### config.mk
export PLATFORM = sky130hd
export DESIGN_NAME = bus_rr_arbiter
export DESIGN_NICKNAME = d
export VERILOG_FILES = /design/src/rtl/bus_rr_arbiter.sv
export SDC_FILE = /design/constraint.sdc
export NUM_CORES = 1
export LEC_CHECK = 0
export BUFFER_PORTS_ARGS = -buffer_cell sky130_fd_sc_hd__buf_2
export CAP_MARGIN = 0
export CORE_UTILIZATION = 62
export DETAILED_ROUTE_END_ITERATION = 12
export PLACE_DENSITY = 0.95
export SLEW_MARGIN = 10
export SYNTH_ARGS = -nofsm -noshare
export SYNTH_HDL_FRONTEND = slang
export SYNTH_SLANG_ARGS = --single-unit
### constraint.sdc
create_clock -name CLK -period 9.95 [get_ports CLK]
set_input_delay 0.995 -clock CLK [delete_from_list [all_inputs] [get_ports CLK]]
set_output_delay 0.995 -clock CLK [all_outputs]
set_load 0.01 [all_outputs]
### src/rtl/bus_rr_arbiter.sv
// Round-robin bus arbiter for block transfers between caches and memory.
// One cache owns the bus for BLOCK_SIZE_WORDS beats. A watchdog aborts the
// transfer when TIMEOUT consecutive busy cycles pass without a beat.
module bus_rr_arbiter #(
  parameter int NUM_CPUS         = 8,
  parameter int BLOCK_SIZE_WORDS = 2,
  parameter int TIMEOUT          = 25,
  parameter int IDX_W            = $clog2(NUM_CPUS)
) (
  input  logic                                  CLK,
  input  logic                                  nRST,
  input  logic [NUM_CPUS-1:0]                   req,
  input  logic                                  beat_valid,
  output logic [NUM_CPUS-1:0]                   grant,
  output logic [IDX_W-1:0]                      grant_idx,
  output logic                                  busy,
  output logic [$clog2(BLOCK_SIZE_WORDS+1)-1:0] beat_cnt,
  output logic                                  xfer_done,
  output logic                                  timeout_err
);

  localparam int BC_W = $clog2(BLOCK_SIZE_WORDS + 1);
  localparam int WD_W = $clog2(TIMEOUT + 1);

  typedef enum logic {IDLE, BUSY} state_t;

  state_t           state;
  logic [IDX_W-1:0] last_idx;
  logic [WD_W-1:0]  wd;
  logic [IDX_W-1:0] rr_idx;
  logic             rr_hit;
  logic [IDX_W-1:0] cand;

  // Round-robin pick: first set req bit starting just after the last owner.
  always_comb begin
    rr_idx = '0;
    rr_hit = 1'b0;
    cand   = '0;
    for (int unsigned i = 1; i <= NUM_CPUS; i++) begin
      cand = IDX_W'((32'(last_idx) + i) % 32'(NUM_CPUS));
      if (!rr_hit && req[cand]) begin
        rr_hit = 1'b1;
        rr_idx = cand;
      end
    end
  end

  // Arbitration FSM with registered grant, beat counter and watchdog.
  // A beat in the cycle the watchdog would expire takes priority over abort.
  always_ff @(posedge CLK) begin
    if (!nRST) begin
      state       <= IDLE;
      grant       <= '0;
      grant_idx   <= '0;
      busy        <= 1'b0;
      beat_cnt    <= '0;
      xfer_done   <= 1'b0;
      timeout_err <= 1'b0;
      wd          <= '0;
      last_idx    <= IDX_W'(NUM_CPUS - 1);
    end else begin
      xfer_done   <= 1'b0;
      timeout_err <= 1'b0;
      case (state)
        IDLE: begin
          if (rr_hit) begin
            state         <= BUSY;
            grant         <= '0;
            grant[rr_idx] <= 1'b1;
            grant_idx     <= rr_idx;
            busy          <= 1'b1;
            beat_cnt      <= '0;
            wd            <= '0;
          end
        end
        BUSY: begin
          if (beat_valid) begin
            wd <= '0;
            if (beat_cnt == BC_W'(BLOCK_SIZE_WORDS - 1)) begin
              state     <= IDLE;
              grant     <= '0;
              busy      <= 1'b0;
              beat_cnt  <= '0;
              last_idx  <= grant_idx;
              xfer_done <= 1'b1;
            end else begin
              beat_cnt <= beat_cnt + 1'b1;
            end
          end else if (wd == WD_W'(TIMEOUT - 1)) begin
            state       <= IDLE;
            grant       <= '0;
            busy        <= 1'b0;
            beat_cnt    <= '0;
            wd          <= '0;
            last_idx    <= grant_idx;
            timeout_err <= 1'b1;
          end else begin
            wd <= wd + 1'b1;
          end
        end
        default: state <= IDLE;
      endcase
    end
  end

endmodule

==> impl_results.md, run 1 <==
- Setup_tns: 0 ns
- First-pass GRT wire length: 7659 um
- Maximum VDD drop: 0.06294 mV
- H-tree lvl count: 1
- Die footprint: 0.003398 mm2
- Post-CTS Resized: 0
- Routed wire per std cell: approximately 16 um
- Delay contributed by the slowest stage of the critical path: 0.94 ns
- Critical setup path kind: register to register
- Category of cells accounting for the largest share of critical-path delay: simple AND/OR/NAND/NOR gates
- Largest net degree at the start of global routing: 20
- Worst setup slack after placement: between 5 and 6 ns
- Count of endpoints failing setup in the final report: 0
- Remaining Overflow, GRT: 0
- Sequential-to-total area share from yosys stat: 0.2548
- Met1 track demand over resource in global routing: 0.3755
- Worst Skew: 0.002283 ns
- Highest Clock Rate: 0.2349 GHz
- Startpoint of the most critical hold path: grant[4]
- Flip-flop and latch count after synthesis: 25
- Post-Synthesis Mean Instance Area: 9.094 um2
- Critical-path cell with the highest stage delay: sky130_fd_sc_hd__dfxtp_1
- Antenna-violating nets left: 0
- Port bufs: 26
- Fraction of layout instances using a drive strength above 1: 0.2415
- Flip-flop cell with the highest count after synthesis: sky130_fd_sc_hd__dfxtp_1
- TritonCTS clock tree: built
- CP max FO: 19
- Via count of the first global-routing pass: 1,716
- Number of warnings reported in the yosys synthesis log: 0
- Combined area of all synthesized cells: slightly below 0.002 mm2
- Total chip power: 0.0002259 W
- Via count: 1,818
- Final hold slack: 0.4649 ns
- Flop pwr share: 0.489
- Cells along the critical path: inv_2 > ha_1 > mux4_2 > or4_1 > nor4_2 > nor2_1 > nor2_1 > nand2_1 > o31ai_1
- Combinational cell fraction of total power: 0.307
- Clock buffer count from CTS: 3
- Number of max-capacitance violations reported: 0
- Internal cell power: ~0.00015 W
- Setup slack after layout: 5.694 ns
- Count of buffer and inverter cells on the critical path: 1
- Startpoint kind of the worst setup timing path: register
- FF-to-FF Start: last_idx[0]
- Fraction of power spent switching nets: 0.3325
- Setup Buffers After CTS: 0
- R2r endpoint: grant[0]
- Final net count: 252
- Pins over their slew limit: 0
- Clock sink total: 25
- Lkg Pwr: 0.8745 nW
- Number of unique standard cell types used by synthesis: 49
- GR Util All Layers: 0.2886
- Critical path arrival: 4.50 ns
- Share of power burned in the clock network: 0.203
- Most crowded layer after global routing: met2
- Crit end category: register
- Post-layout minimum cycle time: between 4 and 5 ns
- IO Pins: 27
- Fill cell total of the finished layout: 226
- Share of the cycle needed by the critical path after routing: 0.4278
- Share of flip-flops with an asynchronous set or reset after synthesis: 0
- End point of the worst hold path: grant[4]
- Placer's final routability congestion estimate: 0.8943
- Reported net switching power: 0.00007511 W
- Depth of the worst hold-timing path: 2
- DRC violation count after routing: 0
- Initial Util: 0.6488
- Commonest non-fill, non-tap cell in the layout: sky130_fd_sc_hd__buf_2
- Number of hold violations in the final report: 0
- Required @ worst endpoint: a little over 10 ns
- Routed wire length: 4394 um
- Global-route met3 utilization: 0.05495
- Syn_nets: 231
- Via density: 6.493
- Inst Count DP: ~280
- PD cells: 106.3 mW/mm2
- Die H: 58.29 um
- Critical path's most frequent cell: sky130_fd_sc_hd__nor2_1
- Class of the tightest hold or removal check: register to register
- Buffer cell driving the clock tree root: sky130_fd_sc_hd__clkbuf_4
- Number of cells traversed by the worst register-to-register path: 9
- Post-Syn Instances: 216
- Worst-case clock buffer depth: 2
- Standard-cell row count: 20
- Non-filler cells, final: 280
- Post-detail-place hpwl: 3275 um
- Met2 demand-to-capacity share in global routing: 0.4729
- Hold buffer count at cts: 0
- Antenna diode instance count: 0
- Floorplan core area: 0.003028 mm2
- Run status: complete, no violations
- Number of search-and-repair iterations in the first detailed-routing pass: 4
- Number of synthesized flops with an enable pin: 0
- CTS clk-pin slew, worst paths: 0.13 ns
- Transition time at the pin with the least slew margin: 0.9010 ns
- RSZ-0062 raised after global routing: no
- Worst-skew pair later-pin latency: between 0.3 and 0.4 ns
- Minimum setup slack among reg-to-reg paths: 5.69 ns
- Highest-count cells in the layout ignoring fill and taps: sky130_fd_sc_hd__buf_2 (26), sky130_fd_sc_hd__dfxtp_1 (25), sky130_fd_sc_hd__nand2_1 (22)
- DRT iter0 DRCs: 100
- Max-Slew Margin vs Limit: 0.3938
- Synthesis-to-layout area growth: 8.217%
- Initial antenna violation count: 0
- DIE WIDTH: a little under 60 um
==> routing by layer <==
metal	wire (um)	part of all wire	vias to the layer above
met3	288	0.066	8
met2	2143	0.49	83
met4	74	0.017	0
li1	-	-	868
met1	1888	0.43	859
met5	0	0	-
==> logic make-up (layout without fill, tap and decap cells) <==
logic type                 count (synthesis)  after routing  synth area share
AOI/OAI and AO/OA                         47             47            0.1713
xor gates and xnor gates                   4              4           0.01784
adders and majority gates                  4              4           0.02548
buffers and inverters                     19             39           0.04458
DFF                                       25             25            0.2548
muxes                                     32             32            0.2630
and+or+nand+nor                           85             85            0.2229
==> flip-flops by register name, summed over array words and instances (netlist names) <==
name	cells
beat_cnt	2
state	1
timeout_err	1
last_idx	3
grant_idx	3
wd	5
grant	8
busy	1
xfer_done	1
==> how the worst max path moves through the flow <==
stage / endpoint / cells past startpoint / from / slack, ns
2_1_floorplan: grant[5] / 13 / last_idx[1] / 6.57
5_1_grt: grant[0] / 9 / last_idx[0] / 5.24
6_report: grant[0] / 9 / last_idx[0] / 5.69
3_5_place_dp: grant[0] / 9 / last_idx[0] / 5.72
3_3_place_gp: grant[5] / 9 / last_idx[0] / 5.93
4_1_cts: grant[0] / 9 / last_idx[0] / 5.68
==> power by group through the flow <==
stage	registers [W]	clock network [W]	logic, W
3_5_place_dp	0.000113	0	0.0000680
5_1_grt	0.000111	0.0000524	0.0000760
4_1_cts	0.000110	0.0000476	0.0000682
2_1_floorplan	0.000111	0	0.0000515
3_3_place_gp	0.000112	0	0.0000664
6_report	0.000111	0.0000460	0.0000694
==> cell usage after synthesis, types with 3 or more instances <==
cell                        n  area, um2
sky130_fd_sc_hd__inv_1      7      26.28
sky130_fd_sc_hd__dfxtp_1   25      500.5
sky130_fd_sc_hd__nand2_1   22      82.58
sky130_fd_sc_hd__mux4_2    15      337.8
sky130_fd_sc_hd__and2_1     3      18.77
sky130_fd_sc_hd__ha_1       4      50.05
sky130_fd_sc_hd__nand3_1    6      30.03
sky130_fd_sc_hd__or4_1      3      22.52
sky130_fd_sc_hd__a21oi_1    8      40.04
sky130_fd_sc_hd__mux2_2     3      33.78
sky130_fd_sc_hd__a31oi_1    3      18.77
sky130_fd_sc_hd__o21ai_0    7      35.03
sky130_fd_sc_hd__a211oi_1   3      22.52
sky130_fd_sc_hd__nor3_1     9      45.04
sky130_fd_sc_hd__buf_2      4      20.02
sky130_fd_sc_hd__nor2_1    18      67.56
sky130_fd_sc_hd__nand2b_1  10      62.56
sky130_fd_sc_hd__a221oi_1   5      43.79
sky130_fd_sc_hd__o31ai_1    8      60.06
sky130_fd_sc_hd__clkbuf_1   4      15.01
sky130_fd_sc_hd__mux2i_1   13      130.1
==> layout make-up <==
class | instances | area [um2] | share of cell area
Clock buffer | 3 | 22.52 | 0.01059
Clock inverter | 1 | 7.507 | 0.003531
Inverter | 9 | 33.78 | 0.01589
Multi-Input combinational cell | 172 | 1376 | 0.6474
Sequential cell | 25 | 500.5 | 0.2354
Tap cell | 44 | 55.05 | 0.02590
Timing Repair Buffer | 26 | 130.1 | 0.06121
==> per-stage QoR <==
stage	instance area, um2	util
after floorplan	1964	-
after global placement	2096	0.6921
after detailed placement	2096	0.6921
after CTS	2126	0.7021
after global routing	2126	0.7021
final	2126	0.7021
==> tightest hold or removal path: stages, from the launching register on <==
cell,delay (ns)
sky130_fd_sc_hd__dfxtp_1,0.33
sky130_fd_sc_hd__nand2_1,0.05
sky130_fd_sc_hd__o31ai_1,0.05
Note: power is estimated with default switching activity, not from simulation.
==> inputs of run 2 (changes only) <==
Settings changed: CORE_UTILIZATION 62 to 52, PLACE_DENSITY 0.95 to 0.88.
Clock period 9.95 ns to 3.6 ns, I/O delays scaled along.
==> impl_results.md, run 2 (synthesis results as in run 1) <==
- Run status: complete, no violations (unchanged)
- Buffer cell driving the clock tree root: sky130_fd_sc_hd__clkbuf_8 (was sky130_fd_sc_hd__clkbuf_4)
- Largest net degree at the start of global routing: 20 (unchanged)
- PD cells: 306.3 mW/mm2 (was 106.3 mW/mm2)
- Critical setup path kind: register to register (unchanged)
- Number of hold violations in the final report: 0 (unchanged)
- Setup_tns: 0 ns (unchanged)
- Startpoint kind of the worst setup timing path: register (unchanged)
- Setup slack after layout: 0.3157 ns (was 5.694 ns)
- Worst Skew: 0.004854 ns (was 0.002283 ns)
- Worst-case clock buffer depth: 2 (unchanged)
- Critical path's most frequent cell: sky130_fd_sc_hd__nor2_1 (unchanged)
- RSZ-0062 raised after global routing: no (unchanged)
- Final net count: 256 (was 252)
- H-tree lvl count: 1 (unchanged)
- Routed wire per std cell: 15.52 um (was 15.69 um)
- Count of endpoints failing setup in the final report: 0 (unchanged)
- Post-CTS Resized: 0 (unchanged)
- Via count of the first global-routing pass: 1,731 (was 1,716)
- Remaining Overflow, GRT: 0 (unchanged)
- Initial Util: 0.5664 (was 0.6488)
- Clock sink total: 25 (unchanged)
- Synthesis-to-layout area growth: 10.70% (was 8.217%)
- Routed wire length: 4438 um (was 4394 um)
- Post-layout minimum cycle time: 3.284 ns (was 4.256 ns)
- Number of search-and-repair iterations in the first detailed-routing pass: 4 (unchanged)
- Number of max-capacitance violations reported: 0 (unchanged)
- GR Util All Layers: 0.2435 (was 0.2886)
- Worst setup slack after placement: 0.3611 ns (was 5.718 ns)
- Placer's final routability congestion estimate: 0.9073 (was 0.8943)
- Total chip power: 0.0006661 W (was 0.0002259 W)
- DIE WIDTH: 63.46 um (was 58.29 um)
- Post-detail-place hpwl: 3318 um (was 3275 um)
- Setup Buffers After CTS: 0 (unchanged)
- Floorplan core area: 0.003468 mm2 (was 0.003028 mm2)
- Pins over their slew limit: 0 (unchanged)
- Share of the cycle needed by the critical path after routing: 0.9123 (was 0.4278)
- Max-Slew Margin vs Limit: 0.4161 (was 0.3938)
- Via count: 1,795 (was 1,818)
- Transition time at the pin with the least slew margin: 0.8746 ns (was 0.9010 ns)
- Antenna-violating nets left: 0 (unchanged)
- Worst-skew pair later-pin latency: 0.27 ns (was 0.32 ns)
- Standard-cell row count: 21 (was 20)
- DRT iter0 DRCs: 152 (was 100)
- DRC violation count after routing: 0 (unchanged)
- Hold buffer count at cts: 0 (unchanged)
- Initial antenna violation count: 0 (unchanged)
- Delay contributed by the slowest stage of the critical path: 0.61 ns (was 0.94 ns)
- Highest Clock Rate: 0.3045 GHz (was 0.2349 GHz)
- TritonCTS clock tree: built (unchanged)
- Lkg Pwr: 0.9052 nW (was 0.8745 nW)
- Flip-flop count of the largest register after layout: 8 (unchanged)
- Die footprint: 0.004027 mm2 (was 0.003398 mm2)
- Maximum VDD drop: 0.1397 mV (was 0.06294 mV)
- Crit end category: register (unchanged)
- Reg with most FFs: grant (unchanged)
- Antenna diode instance count: 0 (unchanged)
- Via density: 6.276 (was 6.493)
- Port bufs: 26 (unchanged)
- Cells along the critical path: inv_2 > ha_1 > mux4_2 > or4_1 > nor4_2 > nor2_1 > nor2_1 > nand2_1 > o31ai_1 (unchanged)
- IO Pins: 27 (unchanged)
- Required @ worst endpoint: 3.78 ns (was 10.19 ns)
- Critical path arrival: 3.47 ns (was 4.50 ns)
- Commonest non-fill, non-tap cell in the layout: sky130_fd_sc_hd__buf_2 (unchanged)
- CP max FO: 9 (was 19)
- First-pass GRT wire length: 7797 um (was 7659 um)
- Registers with the most flip-flops: grant: 8 flops, wd: 5 flops (unchanged)
- Die H: 63.46 um (was 58.29 um)
- Class of the tightest hold or removal check: primary input to register (was register to register)
- Highest-count cells in the layout ignoring fill and taps: sky130_fd_sc_hd__buf_2 (26), sky130_fd_sc_hd__dfxtp_1 (25), sky130_fd_sc_hd__nand2_1 (22) (unchanged)
- CTS clk-pin slew, worst paths: 0.09 ns (was 0.13 ns)
- Clock buffer count from CTS: 3 (unchanged)
- Fraction of layout instances using a drive strength above 1: 0.2542 (was 0.2415)
- Critical-path cell with the highest stage delay: sky130_fd_sc_hd__or4_1 (was sky130_fd_sc_hd__dfxtp_1)
## run 2: per-layer routing
| metal | vias to the layer above | part of all wire | global-route usage | wire length (um) |
|---|---|---|---|---|
| li1 | 872 | - | - | - |
| met1 | 851 | 0.46 | 0.3208 | 2038 |
| met2 | 67 | 0.48 | 0.4056 | 2113 |
| met3 | 5 | 0.051 | 0.03080 | 228 |
| met4 | 0 | 0.013 | 0.08807 | 58 |
| met5 | - | 0 | 0 | 0 |
## run 2: path summary, 6_finish.rpt
kind	end	slack, ns	cells after the start	start
worst min register to register	grant[0]	0.46	2	grant[0]
worst max-delay path	grant[6]	0.32	9	last_idx[0]
worst min-delay path	timeout_err	0.32	2	beat_valid
worst max register to register	grant[6]	0.32	9	last_idx[0]
## run 2: per-stage QoR
stage | cell area, um2 | util | instances | hold WS (ns)
after detailed placement | 2128 | 0.6136 | 282 | 0.4405
after global routing | 2175 | 0.6270 | 286 | 0.3435
after global placement | 2128 | 0.6136 | 282 | 0.4369
after floorplan | 1964 | - | 216 | 0.4315
after CTS | 2175 | 0.6270 | 286 | 0.3097
final | 2175 | 0.6270 | 286 | 0.3163
## run 2: cell type report
type,instances,area [um2]
Fill cell,319,1294
Sequential cell,25,500.5
Inverter,9,33.78
Timing Repair Buffer,30,160.2
Tap cell,46,57.56
Clock inverter,1,5.005
Clock buffer,3,41.29
Multi-Input combinational cell,172,1376
## run 2: report_power, final
part	leakage, nW	internal [W]	switching [W]
Combinational	0.676	0.0000877	0.000112
Sequential	0.204	0.000289	0.0000112
Clock	0.0255	0.0000775	0.0000891
Total	0.905	0.000454	0.000212
## run 2: worst max-delay path: cells and delay by family (launching register included)
family          cells  cell delay, ns
fa+ha+maj           1            0.55
mux                 1            0.44
buf+inv             1            0.09
compound gates      1            0.08
flops               1            0.36
simple gates        5            1.69
==> inputs of run 3 (changes only) <==
--- a/config.mk
+++ b/config.mk
@@ -10,5 +10,5 @@
 export CORE_UTILIZATION = 52
 export DETAILED_ROUTE_END_ITERATION = 12
-export PLACE_DENSITY = 0.88
+export PLACE_DENSITY_LB_ADDON = 0.25
 export SLEW_MARGIN = 10
 export SYNTH_ARGS = -nofsm -noshare
==> constraint.sdc (replaced) <==
create_clock -name CLK -period 3.6 [get_ports CLK]
set_input_delay 0.18 -clock CLK [delete_from_list [all_inputs] [get_ports CLK]]
set_output_delay 0.18 -clock CLK [all_outputs]
set_load 0.01 [all_outputs]
==> impl_results.md, run 3 (synthesis results as in run 1) <==
- Run status: complete, no violations (unchanged)
- Port bufs: 26 (unchanged)
- Required @ worst endpoint: 3.73 ns (was 3.78 ns)
- DRC violation count after routing: 0 (unchanged)
- Worst Skew: 0.001165 ns (was 0.004854 ns)
- Inst Count DP: 283 (was 282)
- Standard-cell row count: 21 (unchanged)
- Setup Buffers After CTS: 0 (unchanged)
- Post-Route Utilization: 0.6299 (was 0.6270)
- Via count: 1,789 (was 1,795)
- DIE WIDTH: 63.46 um (unchanged)
- Logic depth of the worst path, buffers included: 9 (unchanged)
- Via count of the first global-routing pass: 1,691 (was 1,731)
- Lkg Pwr: 0.9056 nW (was 0.9052 nW)
- CP max FO: 13 (was 9)
- Critical setup path kind: register to register (unchanged)
- Maximum VDD drop: 0.1841 mV (was 0.1397 mV)
- DRT iter0 DRCs: 81 (was 152)
- Crit end category: register (unchanged)
- Highest-count cells in the layout ignoring fill and taps: sky130_fd_sc_hd__buf_2 (26), sky130_fd_sc_hd__dfxtp_1 (25), sky130_fd_sc_hd__nand2_1 (22) (unchanged)
- Fill cell total of the finished layout: 310 (was 319)
- Remaining Overflow, GRT: 0 (unchanged)
- Total area of sequential cells: 500.5 um2 (unchanged)
- Clock sink total: 25 (unchanged)
- Critical path arrival: 3.24 ns (was 3.47 ns)
- Depth of the worst hold-timing path: 2 (unchanged)
- Fraction of power spent switching nets: 0.3164 (was 0.3183)
- Area of the multi-input gates: 0.001376 mm2 (unchanged)
- PD cells: 304.8 mW/mm2 (was 306.3 mW/mm2)
- Class of the tightest hold or removal check: primary input to register (unchanged)
- Share of power burned in the clock network: 0.252 (was 0.250)
- Hold buffer count at cts: 0 (unchanged)
- Count of endpoints failing setup in the final report: 0 (unchanged)
- Combinational cell fraction of total power: 0.299 (about the same)
- First-pass GRT wire length: 7783 um (was 7797 um)
- Max-Slew Margin vs Limit: 0.4687 (was 0.4161)
- Delay contributed by the slowest stage of the critical path: 0.71 ns (was 0.61 ns)
- Startpoint kind of the worst setup timing path: register (unchanged)
- Cells along the critical path: inv_2 > ha_1 > buf_4 > and2_1 > o41ai_2 > a21oi_1 > mux2_2 > nor4_1 > a211oi_1 (was inv_2 > ha_1 > mux4_2 > or4_1 > nor4_2 > nor2_1 > nor2_1 > nand2_1 > o31ai_1)
- Registers with the most flip-flops: grant: 8 flops, wd: 5 flops (unchanged)
- Die footprint: 0.004027 mm2 (unchanged)
- Commonest non-fill, non-tap cell in the layout: sky130_fd_sc_hd__buf_2 (unchanged)
- Die H: 63.46 um (unchanged)
- Non-filler cells, final: 287 (was 286)
- RSZ-0062 raised after global routing: no (unchanged)
- GR Util All Layers: 0.2384 (was 0.2435)
- Clock buffer count from CTS: 3 (unchanged)
- Number of max-capacitance violations reported: 0 (unchanged)
- Post-layout minimum cycle time: 3.115 ns (was 3.284 ns)
- Flop pwr share: 0.450 (was 0.451)
- Post-detail-place hpwl: 3271 um (was 3318 um)
- IO Pins: 27 (unchanged)
- Post-CTS Resized: 0 (unchanged)
- Flip-flop count of the largest register after layout: 8 (unchanged)
- Initial Util: 0.5664 (unchanged)
- Number of hold violations in the final report: 0 (unchanged)
- Area after DPL: 0.002136 mm2 (was 0.002128 mm2)
- Reg with most FFs: grant (unchanged)
- Internal cell power: 0.0004552 W (was 0.0004541 W)
- Floorplan core area: 0.003468 mm2 (unchanged)
- Initial antenna violation count: 0 (unchanged)
- H-tree lvl count: 1 (unchanged)
- Antenna diode instance count: 0 (unchanged)
- Category of cells accounting for the largest share of critical-path delay: simple AND/OR/NAND/NOR gates (unchanged)
- CTS clk-pin slew, worst paths: 0.09 ns (about the same)
- Final net count: 257 (was 256)
- TritonCTS clock tree: built (unchanged)
- Synthesis-to-layout area growth: 11.21% (was 10.70%)
- Transition time at the pin with the least slew margin: 0.7897 ns (was 0.8746 ns)
- Routed wire length: 4396 um (was 4438 um)
- Placer's final routability congestion estimate: 0.9294 (was 0.9073)
- Buffer cell driving the clock tree root: sky130_fd_sc_hd__clkbuf_8 (unchanged)
- Fraction of layout instances using a drive strength above 1: 0.2573 (was 0.2542)
- Largest net degree at the start of global routing: 19 (was 20)
- Area of all placed cells without fillers: 0.002185 mm2 (was 0.002175 mm2)
- Worst-skew pair later-pin latency: 0.27 ns (about the same)
- Count of buffer and inverter cells on the critical path: 2 (was 1)
- Worst-case clock buffer depth: 2 (unchanged)
- Critical-path cell with the highest stage delay: sky130_fd_sc_hd__nor4_1 (was sky130_fd_sc_hd__or4_1)
- Antenna-violating nets left: 0 (unchanged)
- Share of the cycle needed by the critical path after routing: 0.8652 (was 0.9123)
- Highest Clock Rate: 0.3211 GHz (was 0.3045 GHz)
- Setup_tns: 0 ns (unchanged)
- Pins over their slew limit: 0 (unchanged)
- Number of cells traversed by the worst register-to-register path: 9 (unchanged)
- Routed wire per std cell: 15.32 um (was 15.52 um)
- Via density: 6.233 (was 6.276)
- Final hold slack: 0.1391 ns (was 0.3163 ns)
- Number of search-and-repair iterations in the first detailed-routing pass: 4 (unchanged)
- Reported net switching power: 0.0002107 W (was 0.0002120 W)
-- run 3: cell types whose count changed in the layout (fill, tap and decap cells not counted), sizes merged --
cell / delta
buf: +1
clkinvlp: +1
clkinv: -1
-- run 3: worst paths after layout --
| check | slack [ns] | from | endpoint |
|---|---|---|---|
| setup / recovery | 0.49 | last_idx[0] | grant_idx[1] |
| hold / removal | 0.14 | beat_valid | timeout_err |
| setup reg to reg | 0.49 | last_idx[0] | grant_idx[1] |
| hold reg to reg | 0.45 | grant[6] | grant[6] |
-- run 3: metrics by stage --
stage | setup slack [ns] | total power, W
2_1_floorplan | 0.2201 | 0.0004491
3_3_place_gp | 0.5472 | 0.0005008
3_5_place_dp | 0.5159 | 0.0005015
4_1_cts | 0.4946 | 0.0006691
5_1_grt | 0.1520 | 0.0007052
6_report | 0.4854 | 0.0006659
-- run 3: layer usage --
| metal | up-vias | global-route usage | share of wire | wire length, um |
|---|---|---|---|---|
| met5 | - | 0 | 0 | 0 |
| met2 | 60 | 0.3803 | 0.46 | 2034 |
| met4 | 0 | 0.04545 | 0.0039 | 17 |
| li1 | 874 | - | - | - |
| met3 | 2 | 0.03261 | 0.053 | 232 |
| met1 | 853 | 0.3432 | 0.48 | 2112 |
-- run 3: power by group through the flow --
stage          combinational [W]  sequential (W)  clock, W
2_1_floorplan           0.000142        0.000307         0
3_3_place_gp            0.000195        0.000306         0
3_5_place_dp            0.000196        0.000306         0
4_1_cts                 0.000197        0.000299  0.000173
5_1_grt                 0.000220        0.000301  0.000184
6_report                0.000199        0.000299  0.000168
-- run 3: area by class of cell --
type,instances,share of cell area
inverter,9,0.01546
timing repair buffer,31,0.07675
tap,46,0.02635
multi-input combinational,172,0.6300
sequential,25,0.2291
clock buffer,3,0.01890
clock inverter,1,0.003436
